### config.mk
export PLATFORM = sky130hd
export DESIGN_NAME = mac_matrix_ctrl_flat
export DESIGN_NICKNAME = d
export VERILOG_FILES = /design/src/rtl/mac_matrix_ctrl_if.sv /design/src/rtl/mac_matrix_ctrl.sv /design/src/flat_wrapper.sv
export SDC_FILE = /design/constraint.sdc
export NUM_CORES = 1
export LEC_CHECK = 0
export CAP_MARGIN = 30
export CORE_AREA = 2 2 382 384
export CTS_CLUSTER_DIAMETER = 200
export DETAILED_ROUTE_END_ITERATION = 6
export DIE_AREA = 0 0 384 386
export DONT_BUFFER_PORTS = 1
export MAX_ROUTING_LAYER = met4
export SLEW_MARGIN = 40
export SYNTH_ARGS = -nofsm -noshare
export SYNTH_HDL_FRONTEND = slang
export SYNTH_SLANG_ARGS = --single-unit
### constraint.sdc
create_clock -name clock -period 48.2 [get_ports clock]
set_input_delay 9.64 -clock clock [delete_from_list [all_inputs] [get_ports clock]]
set_output_delay 9.64 -clock clock [all_outputs]
set_load 0.01 [all_outputs]
### src/rtl/mac_matrix_ctrl_if.sv
// Bus bundle between mac_matrix_ctrl and its weight buffer, activation/result streams and MAC matrix.
// master = controller side, slave = surrounding environment.
interface mac_matrix_ctrl_if #(
  parameter int DATA_SIZE = 8,
  parameter int MAC_WIDTH = 8
);
  localparam int AW = (MAC_WIDTH > 1) ? $clog2(MAC_WIDTH) : 1;
  localparam int VW = MAC_WIDTH * DATA_SIZE;

  logic                           start;
  logic [7:0]                     vec_count;
  logic                           busy;
  logic                           done;
  logic                           wbuf_rd_en;
  logic [AW-1:0]                  wbuf_rd_addr;
  logic [VW-1:0]                  wbuf_rd_data;
  logic                           act_valid;
  logic                           act_ready;
  logic [VW-1:0]                  act_data;
  logic                           res_valid;
  logic [VW-1:0]                  res_data;
  logic                           instr;
  logic [MAC_WIDTH*MAC_WIDTH-1:0] weights_request;
  logic [MAC_WIDTH*VW-1:0]        weights_data;
  logic [VW-1:0]                  values_in1;
  logic [VW-1:0]                  values_in2;
  logic [VW-1:0]                  values_out1;

  modport master (
    input  start, vec_count, wbuf_rd_data, act_valid, act_data, weights_request, values_out1,
    output busy, done, wbuf_rd_en, wbuf_rd_addr, act_ready, res_valid, res_data, instr,
           weights_data, values_in1, values_in2
  );

  modport slave (
    output start, vec_count, wbuf_rd_data, act_valid, act_data, weights_request, values_out1,
    input  busy, done, wbuf_rd_en, wbuf_rd_addr, act_ready, res_valid, res_data, instr,
           weights_data, values_in1, values_in2
  );
endinterface

### src/rtl/mac_matrix_ctrl.sv
// Systolic MAC matrix sequencer: loads a weight tile, commits it, then streams skewed activations
// into the matrix and deskews the bottom-edge outputs into aligned result vectors.
module mac_matrix_ctrl #(
  parameter int DATA_SIZE = 8,
  parameter int MAC_WIDTH = 8,
  parameter int ARRAY_LAT = 8
) (
  input  logic              clock,
  input  logic              reset,
  mac_matrix_ctrl_if.master bus
);
  localparam int AW   = (MAC_WIDTH > 1) ? $clog2(MAC_WIDTH) : 1;
  localparam int CW   = $clog2(MAC_WIDTH + 1);
  localparam int VW   = MAC_WIDTH * DATA_SIZE;
  localparam int TAGN = ARRAY_LAT + MAC_WIDTH + 1;

  typedef enum logic [2:0] {IDLE, WLOAD, WCOMMIT, STREAM, DRAIN, DONE} state_t;

  state_t                 state_reg, state_next;
  logic [CW-1:0]          rd_cnt_reg;
  logic                   cap_valid_reg;
  logic [AW-1:0]          cap_row_reg;
  logic [7:0]             remain_reg;
  logic [TAGN-1:0]        tag_reg;
  logic                   rd_en;
  logic                   handshake;
  logic                   last_row;
  logic                   wcap;
  logic [VW-1:0]          inject;
  logic [MAC_WIDTH*VW-1:0] weights_flat;
  logic [VW-1:0]          vin_flat;
  logic [VW-1:0]          res_flat;

  assign rd_en     = (state_reg == WLOAD) && (rd_cnt_reg < CW'(MAC_WIDTH));
  assign handshake = (state_reg == STREAM) && bus.act_valid;
  assign wcap      = (state_reg == WLOAD) && cap_valid_reg;
  assign last_row  = wcap && (cap_row_reg == AW'(MAC_WIDTH - 1));
  // Cycles without an accepted vector feed zeros so the matrix sees clean bubbles.
  assign inject    = handshake ? bus.act_data : '0;

  always_comb begin
    state_next = state_reg;
    case (state_reg)
      IDLE:    if (bus.start) state_next = WLOAD;
      WLOAD:   if (last_row) state_next = WCOMMIT;
      WCOMMIT: if (bus.weights_request == '0)
                 state_next = (remain_reg == 8'd0) ? DONE : STREAM;
      STREAM:  if (handshake && (remain_reg == 8'd1)) state_next = DRAIN;
      DRAIN:   if (tag_reg[TAGN-1] && (tag_reg[TAGN-2:0] == '0)) state_next = DONE;
      DONE:    state_next = IDLE;
      default: state_next = IDLE;
    endcase
  end

  always_ff @(posedge clock or posedge reset) begin
    if (reset) begin
      state_reg     <= IDLE;
      rd_cnt_reg    <= '0;
      cap_valid_reg <= 1'b0;
      cap_row_reg   <= '0;
      remain_reg    <= 8'd0;
      tag_reg       <= '0;
    end else begin
      state_reg <= state_next;
      if (state_reg == IDLE) begin
        rd_cnt_reg <= '0;
      end else if (rd_en) begin
        rd_cnt_reg <= rd_cnt_reg + CW'(1);
      end
      // Buffer data lags the strobe by one cycle; remember which row is arriving.
      cap_valid_reg <= rd_en;
      cap_row_reg   <= rd_cnt_reg[AW-1:0];
      if ((state_reg == IDLE) && bus.start) begin
        remain_reg <= bus.vec_count;
      end else if (handshake) begin
        remain_reg <= remain_reg - 8'd1;
      end
      tag_reg <= {tag_reg[TAGN-2:0], handshake};
    end
  end

  genvar gi;
  generate
    for (gi = 0; gi < MAC_WIDTH; gi++) begin : g_row
      logic [VW-1:0]        wrow_reg;
      logic [DATA_SIZE-1:0] skew_reg [gi+1];

      always_ff @(posedge clock or posedge reset) begin
        if (reset) begin
          wrow_reg <= '0;
        end else if (wcap && (cap_row_reg == AW'(gi))) begin
          wrow_reg <= bus.wbuf_rd_data;
        end
      end
      assign weights_flat[gi*VW +: VW] = wrow_reg;

      // Row gi enters the left edge gi cycles after row 0.
      always_ff @(posedge clock or posedge reset) begin
        if (reset) begin
          for (int k = 0; k <= gi; k++) skew_reg[k] <= '0;
        end else begin
          skew_reg[0] <= inject[gi*DATA_SIZE +: DATA_SIZE];
          for (int k = 1; k <= gi; k++) skew_reg[k] <= skew_reg[k-1];
        end
      end
      assign vin_flat[gi*DATA_SIZE +: DATA_SIZE] = skew_reg[gi];
    end

    for (gi = 0; gi < MAC_WIDTH; gi++) begin : g_col
      localparam int DD = MAC_WIDTH - 1 - gi;
      logic [DATA_SIZE-1:0] col_in;
      logic [DATA_SIZE-1:0] res_lane_reg;

      if (DD == 0) begin : g_nodly
        assign col_in = bus.values_out1[gi*DATA_SIZE +: DATA_SIZE];
      end else begin : g_dly
        logic [DATA_SIZE-1:0] dly_reg [DD];
        always_ff @(posedge clock or posedge reset) begin
          if (reset) begin
            for (int k = 0; k < DD; k++) dly_reg[k] <= '0;
          end else begin
            dly_reg[0] <= bus.values_out1[gi*DATA_SIZE +: DATA_SIZE];
            for (int k = 1; k < DD; k++) dly_reg[k] <= dly_reg[k-1];
          end
        end
        assign col_in = dly_reg[DD-1];
      end

      always_ff @(posedge clock or posedge reset) begin
        if (reset) begin
          res_lane_reg <= '0;
        end else begin
          res_lane_reg <= col_in;
        end
      end
      assign res_flat[gi*DATA_SIZE +: DATA_SIZE] = res_lane_reg;
    end
  endgenerate

  assign bus.busy         = (state_reg != IDLE) && (state_reg != DONE);
  assign bus.done         = (state_reg == DONE);
  assign bus.wbuf_rd_en   = rd_en;
  assign bus.wbuf_rd_addr = rd_en ? rd_cnt_reg[AW-1:0] : '0;
  assign bus.act_ready    = (state_reg == STREAM);
  assign bus.instr        = (state_reg == WCOMMIT);
  assign bus.res_valid    = tag_reg[TAGN-1];
  assign bus.res_data     = res_flat;
  assign bus.weights_data = weights_flat;
  assign bus.values_in1   = vin_flat;
  assign bus.values_in2   = '0;

endmodule
### src/flat_wrapper.sv
// flat-port wrapper written by rule: the top's interface ports become plain ports
module mac_matrix_ctrl_flat 
#(
  parameter int DATA_SIZE = 8,
  parameter int MAC_WIDTH = 8,
  parameter int ARRAY_LAT = 8
)
  (clock, reset, bus_start, bus_vec_count, bus_wbuf_rd_data, bus_act_valid, bus_act_data, bus_weights_request, bus_values_out1, bus_busy, bus_done, bus_wbuf_rd_en, bus_wbuf_rd_addr, bus_act_ready, bus_res_valid, bus_res_data, bus_instr, bus_weights_data, bus_values_in1, bus_values_in2);
  mac_matrix_ctrl_if #(.DATA_SIZE(DATA_SIZE), .MAC_WIDTH(MAC_WIDTH)) bus_i ();
  input  logic clock;
  input  logic reset;
  input wire logic [$bits(bus_i.start)-1:0] bus_start;
  input wire logic [$bits(bus_i.vec_count)-1:0] bus_vec_count;
  input wire logic [$bits(bus_i.wbuf_rd_data)-1:0] bus_wbuf_rd_data;
  input wire logic [$bits(bus_i.act_valid)-1:0] bus_act_valid;
  input wire logic [$bits(bus_i.act_data)-1:0] bus_act_data;
  input wire logic [$bits(bus_i.weights_request)-1:0] bus_weights_request;
  input wire logic [$bits(bus_i.values_out1)-1:0] bus_values_out1;
  output wire logic [$bits(bus_i.busy)-1:0] bus_busy;
  output wire logic [$bits(bus_i.done)-1:0] bus_done;
  output wire logic [$bits(bus_i.wbuf_rd_en)-1:0] bus_wbuf_rd_en;
  output wire logic [$bits(bus_i.wbuf_rd_addr)-1:0] bus_wbuf_rd_addr;
  output wire logic [$bits(bus_i.act_ready)-1:0] bus_act_ready;
  output wire logic [$bits(bus_i.res_valid)-1:0] bus_res_valid;
  output wire logic [$bits(bus_i.res_data)-1:0] bus_res_data;
  output wire logic [$bits(bus_i.instr)-1:0] bus_instr;
  output wire logic [$bits(bus_i.weights_data)-1:0] bus_weights_data;
  output wire logic [$bits(bus_i.values_in1)-1:0] bus_values_in1;
  output wire logic [$bits(bus_i.values_in2)-1:0] bus_values_in2;
  assign bus_i.start = bus_start;
  assign bus_i.vec_count = bus_vec_count;
  assign bus_i.wbuf_rd_data = bus_wbuf_rd_data;
  assign bus_i.act_valid = bus_act_valid;
  assign bus_i.act_data = bus_act_data;
  assign bus_i.weights_request = bus_weights_request;
  assign bus_i.values_out1 = bus_values_out1;
  assign bus_busy = bus_i.busy;
  assign bus_done = bus_i.done;
  assign bus_wbuf_rd_en = bus_i.wbuf_rd_en;
  assign bus_wbuf_rd_addr = bus_i.wbuf_rd_addr;
  assign bus_act_ready = bus_i.act_ready;
  assign bus_res_valid = bus_i.res_valid;
  assign bus_res_data = bus_i.res_data;
  assign bus_instr = bus_i.instr;
  assign bus_weights_data = bus_i.weights_data;
  assign bus_values_in1 = bus_i.values_in1;
  assign bus_values_in2 = bus_i.values_in2;
  mac_matrix_ctrl #(.DATA_SIZE(DATA_SIZE), .MAC_WIDTH(MAC_WIDTH), .ARRAY_LAT(ARRAY_LAT)) u_core (.clock(clock), .reset(reset), .bus(bus_i));
endmodule
==> run metrics, run 1 <==
Post-Synth Adder-Cell Area 0.103%; Synth Area in XOR/XNOR 0.0957%; Setup-failing EPs final 0; Slew Viols, Final 0; max-cap violation count 0; Worst Path Max Fanout 122; number of global-route vias before repair 16771; TritonCTS clock tree yes; Cell Area, Synth 36600 um^2; max reg flops 512; Final nets 2311; Worst Skew 0.0664 ns; clk buf depth 3; Global Route Usage Sum 12.4%; Post-Syn Instances 2018; final setup TNS 0 ns; Worst-Margin Slew 0.882 ns; max_slew headroom 41.2%; Yosys cell types 44; Pleak 19.3 nW; Pre-antenna DRT Iters 4; compound-gate portion of the synthesized area 0.472%; clk_lat worst skew 0.73 ns; Crit path largest cell delay 0.68 ns; largest area contributor in the synthesized netlist dfrtp_1; ranking of synthesized cells by area dfrtp_1 (77%), mux2_2 (15%), buf_4 (2.6%); Post-synth top cells dfrtp_1 (1124), mux2_2 (503), buf_4 (129); row cnt 140; htree depth 3; largest family of logic cells by synthesized area multiplexers; top_reg_cell synth dfrtp_1; area growth from synthesis to final layout 14.8%; status finished, final reports clean; Post-synth ARST share 100%; PwrDens 63.7 nW/um^2; #FFs+latches synth 1124; first-pass GRT wire length 128 mm; sequential share of the synthesized area 76.8%; filler instances 14225; Hold Buf Count CTS 0; CP Launch Type primary input; area fraction of the dominant cell type after synthesis 76.8%; WL per Instance 23.0 um; DIE HEIGHT 386 um; DRT antenna net count 0; fin util 29.1%; Worst Path Arrival 13.68 ns; final hold violation count 0; fin crit share 26.6%; simple-gate area share of the yosys netlist 2.56%; Multi-input gate area 7250 um^2; setup bufs post-CTS 0; Inserted Clock Buffers 112; share of layout cells above drive strength 1 34.2%; Register Area 28100 um^2; clock slew at reported path FFs 0.06 ns; Period minus WS final 12.84 ns; Initial Util 25.3%; Detailed Place HPWL 64.7 mm; maximum number of pins on one net before global-route repair 150; Post-Syn Area per Cell 18.1 um^2; Req. time, crit path 49.04 ns; I/O Buffers 0; DIE WIDTH 384 um; DRT Wirelength 93.6 mm; Power Total 2.68 mW; RePlAce Congestion 0.887; EDFF count, synth 0; die area 148000 um^2; most frequent cell after synthesis dfrtp_1; Crit-path slowest cell buf_4; vias 16277; CTS sink count 1124; DRC errors left 0; multiplexer area fraction after synthesis 15.8%; via/cell ratio 4.01; Synth Warn # 0; RSZ-0062 raised after global routing false; Root Driver clkbuf_16; maximum clock rate 77.9 MHz; post_cts resized 0; CP Capture Type async pin; maximum vdd drop 0.0393 mV; CP Class in -> async; Placeable Area 145000 um^2; crit-path cells clkinv_8 -> buf_6 -> buf_4 -> buf_6 -> buf_4 -> buf_12 -> buf_16 -> buf_16; I/O Pins 981; drt initial violations 726; initial antenna violation count 39; Hold WC Path Type reg -> reg; grt ovf 0
## cell usage in the layout (no fill, tap or decap), types with 11 or more instances in the layout
master,count
buf_4,20
and2_1,69
mux2_1,11
mux2_2,503
nor4_1,20
diode_2,22
dfrtp_1,1124
nor2_1,13
clkbuf_8,23
clkbuf_16,113
clkinv_2,14
clkbuf_1,21
conb_1,64
## layout make-up
class,count,area share [%]
diodes,22,0.131
multi-input cells,763,17.3
inverters,6,0.0834
flip-flops and latches,1124,66.9
clock inverters,42,1.38
repair buffers,33,0.896
clock buffers,155,7.60
well taps,1917,5.71
## through the flow
step,hold slack [ns],area (um^2),std cells,setup slack (ns)
global placement,0.331,38000,3839,33.93
global route,0.315,42000,4054,34.73
CTS,0.314,41900,4039,34.83
floorplan,0.331,36800,2081,6.91
finish,0.327,42000,4062,35.36
detailed placement,0.335,38100,3842,34.04
## cells by family after synthesis
logic type,Yosys count
compound gates,23
flops,1124
fa+ha+maj,3
mux,514
xor+xnor,4
other cells,1
buf+inv,194
simple gates,155
## critical path, delay by kind of cell
family | cells | cell delay, ns
buffers and inverters | 8 | 3.82
## power breakdown
part           internal (mW)  leakage, nW  switching (mW)
clock                  0.496         1.85           0.380
combinational          0.202         3.25           0.142
sequential              1.17         14.2           0.283
## routing by layer
layer  vias to the layer above  track usage (%)  share of wire (%)
met5                         -                -                  0
met4                         0             5.50                3.8
met3                       193             3.97                8.0
met2                       664             20.2                 51
met1                      8726             13.8                 37
li1                       6694                -                  -
## path summary, 6_finish.rpt
path	startpoint	to	slack (ns)	cells after the start
setup reg to reg	u_core.state_reg[0]$_DFFE_PP0P_	u_core.g_row[3].wrow_reg[54]$_DFFE_PP0P_	44.62	6
min in group asynchronous	reset	u_core.bus.values_in1[28]$_DFF_PP0_	8.85	1
hold reg to reg	u_core.g_row[7].skew_reg[44]$_DFF_PP0_	u_core.g_row[7].skew_reg[36]$_DFF_PP0_	0.33	0
setup / recovery	reset	u_core.g_row[4].wrow_reg[38]$_DFFE_PP0P_	35.36	8
hold / removal	u_core.g_row[7].skew_reg[44]$_DFF_PP0_	u_core.g_row[7].skew_reg[36]$_DFF_PP0_	0.33	0
max in group clock	u_core.state_reg[0]$_DFFE_PP0P_	bus_wbuf_rd_addr[1]	35.95	3
(Power assumes the default switching activity.)
==> run 2: changes to the inputs <==
- clock period: 48.2 -> 10.8 ns (I/O delays scaled with it)
==> run metrics, run 2 (synthesized netlist as in run 1, its figures left out) <==
status finished, final reports clean; filler instances 14210; Placeable Area 145000 um^2; Detailed Place HPWL 65.1 mm; commonest non-fill, non-tap cell in the layout dfrtp_1; Worst Skew 0.0771 ns; maximum number of pins on one net before global-route repair 157; Buffers & Inverters on Critical Path 0; Final nets 2308; Req. time, crit path 8.64 ns; CP Launch Type flip-flop; DRC errors left 0; logic gate share of total power 12.9%; crit-path cells or3b_4 -> nor2_1 -> and2_1; drt initial violations 664; DIE WIDTH 384 um; PwrDens 284 nW/um^2; RePlAce Congestion 0.874; clk buf depth 3; TritonCTS clock tree yes; Seq pwr share 54.6%; clock slew at reported path FFs 0.06 ns; Crit-path slowest cell dfrtp_1; CP Class reg -> out; number of global-route vias before repair 17035; Setup-failing EPs final 0; Worst Path Max Fanout 14; clk_lat worst skew 0.74 ns; post_cts resized 0; Worst Path Arrival 2.76 ns; area growth from synthesis to final layout 14.8%; final hold violation count 0; sw frac 30.0%; fin util 29.1%; CP Capture Type output port; I/O Buffers 0; RSZ-0062 raised after global routing false; DIE HEIGHT 386 um; Pleak 19.3 nW; WL per Instance 23.1 um; DRT Wirelength 93.9 mm; final setup TNS 0 ns; Crit path largest cell delay 0.56 ns; max reg flops 512; Fin Hold WS 0.324 ns; Hold Buf Count CTS 0; Hold WC Path Type reg -> reg; Slew Viols, Final 0; CTS sink count 1124; max-cap violation count 0; fin crit share 45.6%; die area 148000 um^2; Period minus WS final 4.92 ns; Worst-Margin Slew 0.863 ns; grt ovf 0; Pre-antenna DRT Iters 5; first-pass GRT wire length 129 mm; Global Route Usage Sum 12.4%; Root Driver clkbuf_16; most frequent cells in the layout dfrtp_1 (1124), mux2_2 (503), clkbuf_16 (109); maximum vdd drop 0.183 mV; P_sw 3.58 mW; I/O Pins 981; DRT antenna net count 0; Int Pwr 8.35 mW; Inserted Clock Buffers 109; setup bufs post-CTS 0; Clk pwr share 32.5%; maximum clock rate 203 MHz; max_slew headroom 42.5%; htree depth 3; row cnt 140; via/cell ratio 4.01; delay-heaviest family, CP simple AND/OR/NAND/NOR gates; vias 16324; Initial Util 25.3%; initial antenna violation count 36; share of layout cells above drive strength 1 34.3%
run 2: cell types whose count changed in the layout (fill, tap and decap cells not counted), moves of 2 or more:
| cell | delta |
|---|---|
| buf_16 | +2 |
| buf_12 | +2 |
| inv_8 | -4 |
| clkinv_8 | -2 |
| diode_2 | +6 |
| clkbuf_8 | +7 |
| clkinv_2 | +2 |
| clkbuf_16 | -4 |
| clkinvlp_4 | +2 |
run 2: metrics by stage:
step	area [um^2]	setup slack, ns	power, mW	std cells
after floorplan	36900	-6.87	7.56	2081
after global placement	38100	6.49	8.09	3838
after detailed placement	38200	6.48	8.18	3841
after CTS	41900	5.77	12.1	4040
after global routing	42000	5.71	12.5	4062
final	42000	5.88	11.9	4070
run 2: worst paths after layout:
path                                                             startpoint                                          end  slack [ns]  cells past startpoint
max in group asynchronous                                             reset     u_core.g_row[4].wrow_reg[17]$_DFFE_PP0P_        7.13                      5
min in group asynchronous                                             reset       u_core.g_row[6].skew_reg[34]$_DFF_PP0_        1.40                      1
worst max register to register              u_core.state_reg[0]$_DFFE_PP0P_     u_core.g_row[5].wrow_reg[43]$_DFFE_PP0P_        7.23                      6
worst min-delay path            u_core.g_col[1].g_dly.dly_reg[29]$_DFF_PP0_  u_core.g_col[1].g_dly.dly_reg[21]$_DFF_PP0_        0.32                      0
worst max-delay path                        u_core.state_reg[0]$_DFFE_PP0P_                          bus_wbuf_rd_addr[0]        5.88                      3
worst min register to register  u_core.g_col[1].g_dly.dly_reg[29]$_DFF_PP0_  u_core.g_col[1].g_dly.dly_reg[21]$_DFF_PP0_        0.32                      0
run 2: power groups by stage:
stage	Clock [mW]	Combinational, mW	Sequential (mW)
5_1_grt	4.17	1.68	6.64
3_3_place_gp	0	1.49	6.60
3_5_place_dp	0	1.56	6.62
6_report	3.88	1.54	6.52
4_1_cts	3.99	1.57	6.55
2_1_floorplan	0	1.37	6.20
run 2: area by class of cell:
cell class	instances	area, um^2	area share [%]
Clock buffer	160	3220	7.66
Sequential cell	1124	28100	66.9
Antenna cell	28	70.1	0.167
Multi-Input combinational cell	763	7250	17.2
Inverter	6	26.3	0.0625
Clock inverter	39	528	1.26
Tap cell	1917	2400	5.70
Timing Repair Buffer	33	425	1.01
run 2: metal layers:
metal / track usage [%] / wire length [um]
met5: - / 0
met1: 13.6 / 34300
met3: 4.15 / 7910
met4: 5.34 / 3230
met2: 20.5 / 48500
run 2: worst register-to-register path, cell delays in order, from the launching register on:
cell and delay (ns):
dfrtp_1 0.56, or3b_4 0.47, or2_4 0.30, nor3b_4 0.40, buf_4 0.49, buf_4 0.68
mux2_2 0.51
==> run 3: changes to the inputs <==
- ABC_AREA: default -> 1
- CORE_AREA: 2 2 382 384 -> 2 2 378 380
- DIE_AREA: 0 0 384 386 -> 0 0 380 382
- clock period: 10.8 -> 4.95 ns (I/O delays scaled with it)
==> run metrics, run 3 <==
status finished, final reports clean; CP Class reg -> out; critical path depth 5; DRC errors left 0; Hold WC Path Type in -> async; Yosys cell types 28; Pleak 20.0 nW; #FFs+latches synth 1124; DRT antenna net count 0; Post-Syn Area per Cell 12.8 um^2; clock slew at reported path FFs 0.06 ns; RePlAce Congestion 0.837; final setup TNS 0 ns; Detailed Place HPWL 68.1 mm; maximum number of pins on one net before global-route repair 156; vias 19430; filler instances 14215; crit-path cells inv_2 -> nand2_1 -> nor2_2 -> nand2_1 -> nor2_2; logic gate share of total power 11.2%; Placeable Area 141000 um^2; first-pass GRT wire length 140 mm; largest area contributor in the synthesized netlist dfrtp_1; drt initial violations 1499; Final Cell Area 41200 um^2; Buffers & Inverters on Critical Path 1; fin crit share 62.9%; CP Launch Type flip-flop; Post-synth ARST share 100%; number of global-route vias before repair 19453; area growth from synthesis to final layout 15.2%; Worst R2R Start u_core.state_reg[1]$_DFFE_PP0P_; CTS sink count 1124; sequential share of the synthesized area 78.6%; Hold Buf Count CTS 0; Placed Area 37300 um^2; Clk pwr share 33.4%; Critical Path End bus_wbuf_rd_addr[2]; final hold violation count 0; most frequent cells in the layout dfrtp_1 (1124), nand2_1 (559), o21ai_1 (428); max-cap violation count 0; Worst-Margin Slew 0.888 ns; Period minus WS final 3.11 ns; Slew Viols, Final 0; TritonCTS clock tree yes; Worst Path Arrival 2.12 ns; max reg flops 512; delay-heaviest family, CP simple AND/OR/NAND/NOR gates; Initial Util 25.4%; DIE WIDTH 380 um; top_reg_cell synth dfrtp_1; reg2reg path depth 9; share of layout cells above drive strength 1 8.01%; Inserted Clock Buffers 110; max_slew headroom 40.8%; setup bufs post-CTS 0; grt ovf 0; die area 145000 um^2; initial antenna violation count 12; commonest non-fill, non-tap cell in the layout dfrtp_1; DRT Wirelength 97.2 mm; Worst Setup SP u_core.state_reg[1]$_DFFE_PP0P_; Worst Path Max Fanout 6; Root Driver clkbuf_16; EDFF count, synth 0; P_sw 8.36 mW; sw frac 32.3%; most frequent cell after synthesis dfrtp_1; Cell Area, Synth 35800 um^2; Final nets 3024; Req. time, crit path 3.96 ns; row cnt 138; fin util 29.2%; I/O Buffers 0; area fraction of the dominant cell type after synthesis 78.6%; I/O Pins 981; htree depth 3; CP Capture Type output port; DIE HEIGHT 382 um; Crit path largest cell delay 0.47 ns; Pre-antenna DRT Iters 5; RSZ-0062 raised after global routing false; Setup-failing EPs final 0; Post-Syn Instances 2786; WL per Instance 20.5 um; via/cell ratio 4.10; Post-synth top cells dfrtp_1 (1124), nand2_1 (562), o21ai_1 (428); r2r setup slk 2.38 ns; Worst Skew 0.0597 ns; post_cts resized 0; PwrDens 629 nW/um^2; clk_lat worst skew 0.71 ns; Global Route Usage Sum 13.4%; Synth Warn # 0; maximum vdd drop 0.307 mV; Crit-path slowest cell nor2_2; ranking of synthesized cells by area dfrtp_1 (79%), o21ai_1 (6.0%), nand2_1 (5.9%); worst r2r dst u_core.g_row[6].wrow_reg[59]$_DFFE_PP0P_; Seq pwr share 55.4%; Int Pwr 17.5 mW; maximum clock rate 321 MHz; clk buf depth 3
[run 3: cell count changes after synthesis, moves of 8 or more]
cell,delta
buf_2,+100
inv_1,+141
buf_4,-8
nand2_1,+554
and2_1,-68
nor4_1,-19
nand3_1,+14
o21ai_0,+82
mux2_1,-11
nor2_1,+125
mux2_2,-503
o21ai_1,+428
buf_6,-33
[run 3: worst min path at each step]
stage                     slack, ns                                     endpoint  cells past startpoint                                        start
after floorplan                0.33          u_core.bus.values_in1[10]$_DFF_PP0_                      0       u_core.g_row[1].skew_reg[10]$_DFF_PP0_
after global placement         0.33  u_core.g_col[0].g_dly.dly_reg[19]$_DFF_PP0_                      0  u_core.g_col[0].g_dly.dly_reg[27]$_DFF_PP0_
after detailed placement       0.33          u_core.bus.values_in1[20]$_DFF_PP0_                      0       u_core.g_row[2].skew_reg[12]$_DFF_PP0_
after CTS                      0.18  u_core.g_col[1].g_dly.dly_reg[42]$_DFF_PP0_                      0                          bus_values_out1[10]
after global routing           0.21  u_core.g_col[1].g_dly.dly_reg[42]$_DFF_PP0_                      0                          bus_values_out1[10]
final                          0.26          u_core.g_col[0].col_in[2]$_DFF_PP0_                      1                                        reset
[run 3: power groups by stage]
stage	Sequential (mW)	Combinational, mW	Clock (mW)
after floorplan	13.6	2.43	0
after global placement	14.5	2.78	0
after detailed placement	14.5	2.96	0
after CTS	14.4	2.95	8.84
after global routing	14.6	3.48	9.24
final	14.4	2.90	8.64
[run 3: cells by family (layout without fill, tap and decap cells)]
logic type      after synthesis  count (layout)  share of synthesized area [%]
flops                      1124            1124                           78.6
xor+xnor                      1               1                         0.0245
buf+inv                     390             386                           5.85
compound gates              529             529                           7.44
other cells                   1              67                         0.0105
fa+ha+maj                     3               3                          0.105
simple gates                738             738                           7.97
[run 3: routing by layer]
metal  GRT usage, %  wire length (um)
met1           16.4             39200
met2           21.6             48200
met3           3.43              7180
met4           4.54              2630
met5              -                 0
[run 3: cell type report]
type | count | area, um^2 | area share [%]
Multi-Input combinational cell | 1335 | 5860 | 14.2
Timing Repair Buffer | 32 | 462 | 1.12
Clock inverter | 50 | 694 | 1.69
Clock buffer | 154 | 3130 | 7.59
Inverter | 150 | 567 | 1.38
Antenna cell | 3 | 7.51 | 0.0182
Sequential cell | 1124 | 28100 | 68.3
Tap cell | 1890 | 2360 | 5.74
[run 3: through the flow]
stage               total power, mW  hold WS [ns]  setup WS, ns  std cells
floorplan                      16.0         0.331        -11.55       2849
global placement               17.3         0.331          2.36       4529
detailed placement             17.5         0.335          2.37       4529
CTS                            26.2         0.179          1.52       4733
global route                   27.3         0.209          1.65       4737
finish                         25.9         0.260          1.84       4738
[run 3: worst register-to-register path: stages (launching register included)]
cell and delay, ns:
dfrtp_1 0.44, inv_2 0.07, nand2_1 0.09, nor2_2 0.17
inv_2 0.09, nor2_8 0.22, nand3_4 0.51, buf_4 0.58
nand2_1 0.17, o21ai_1 0.07
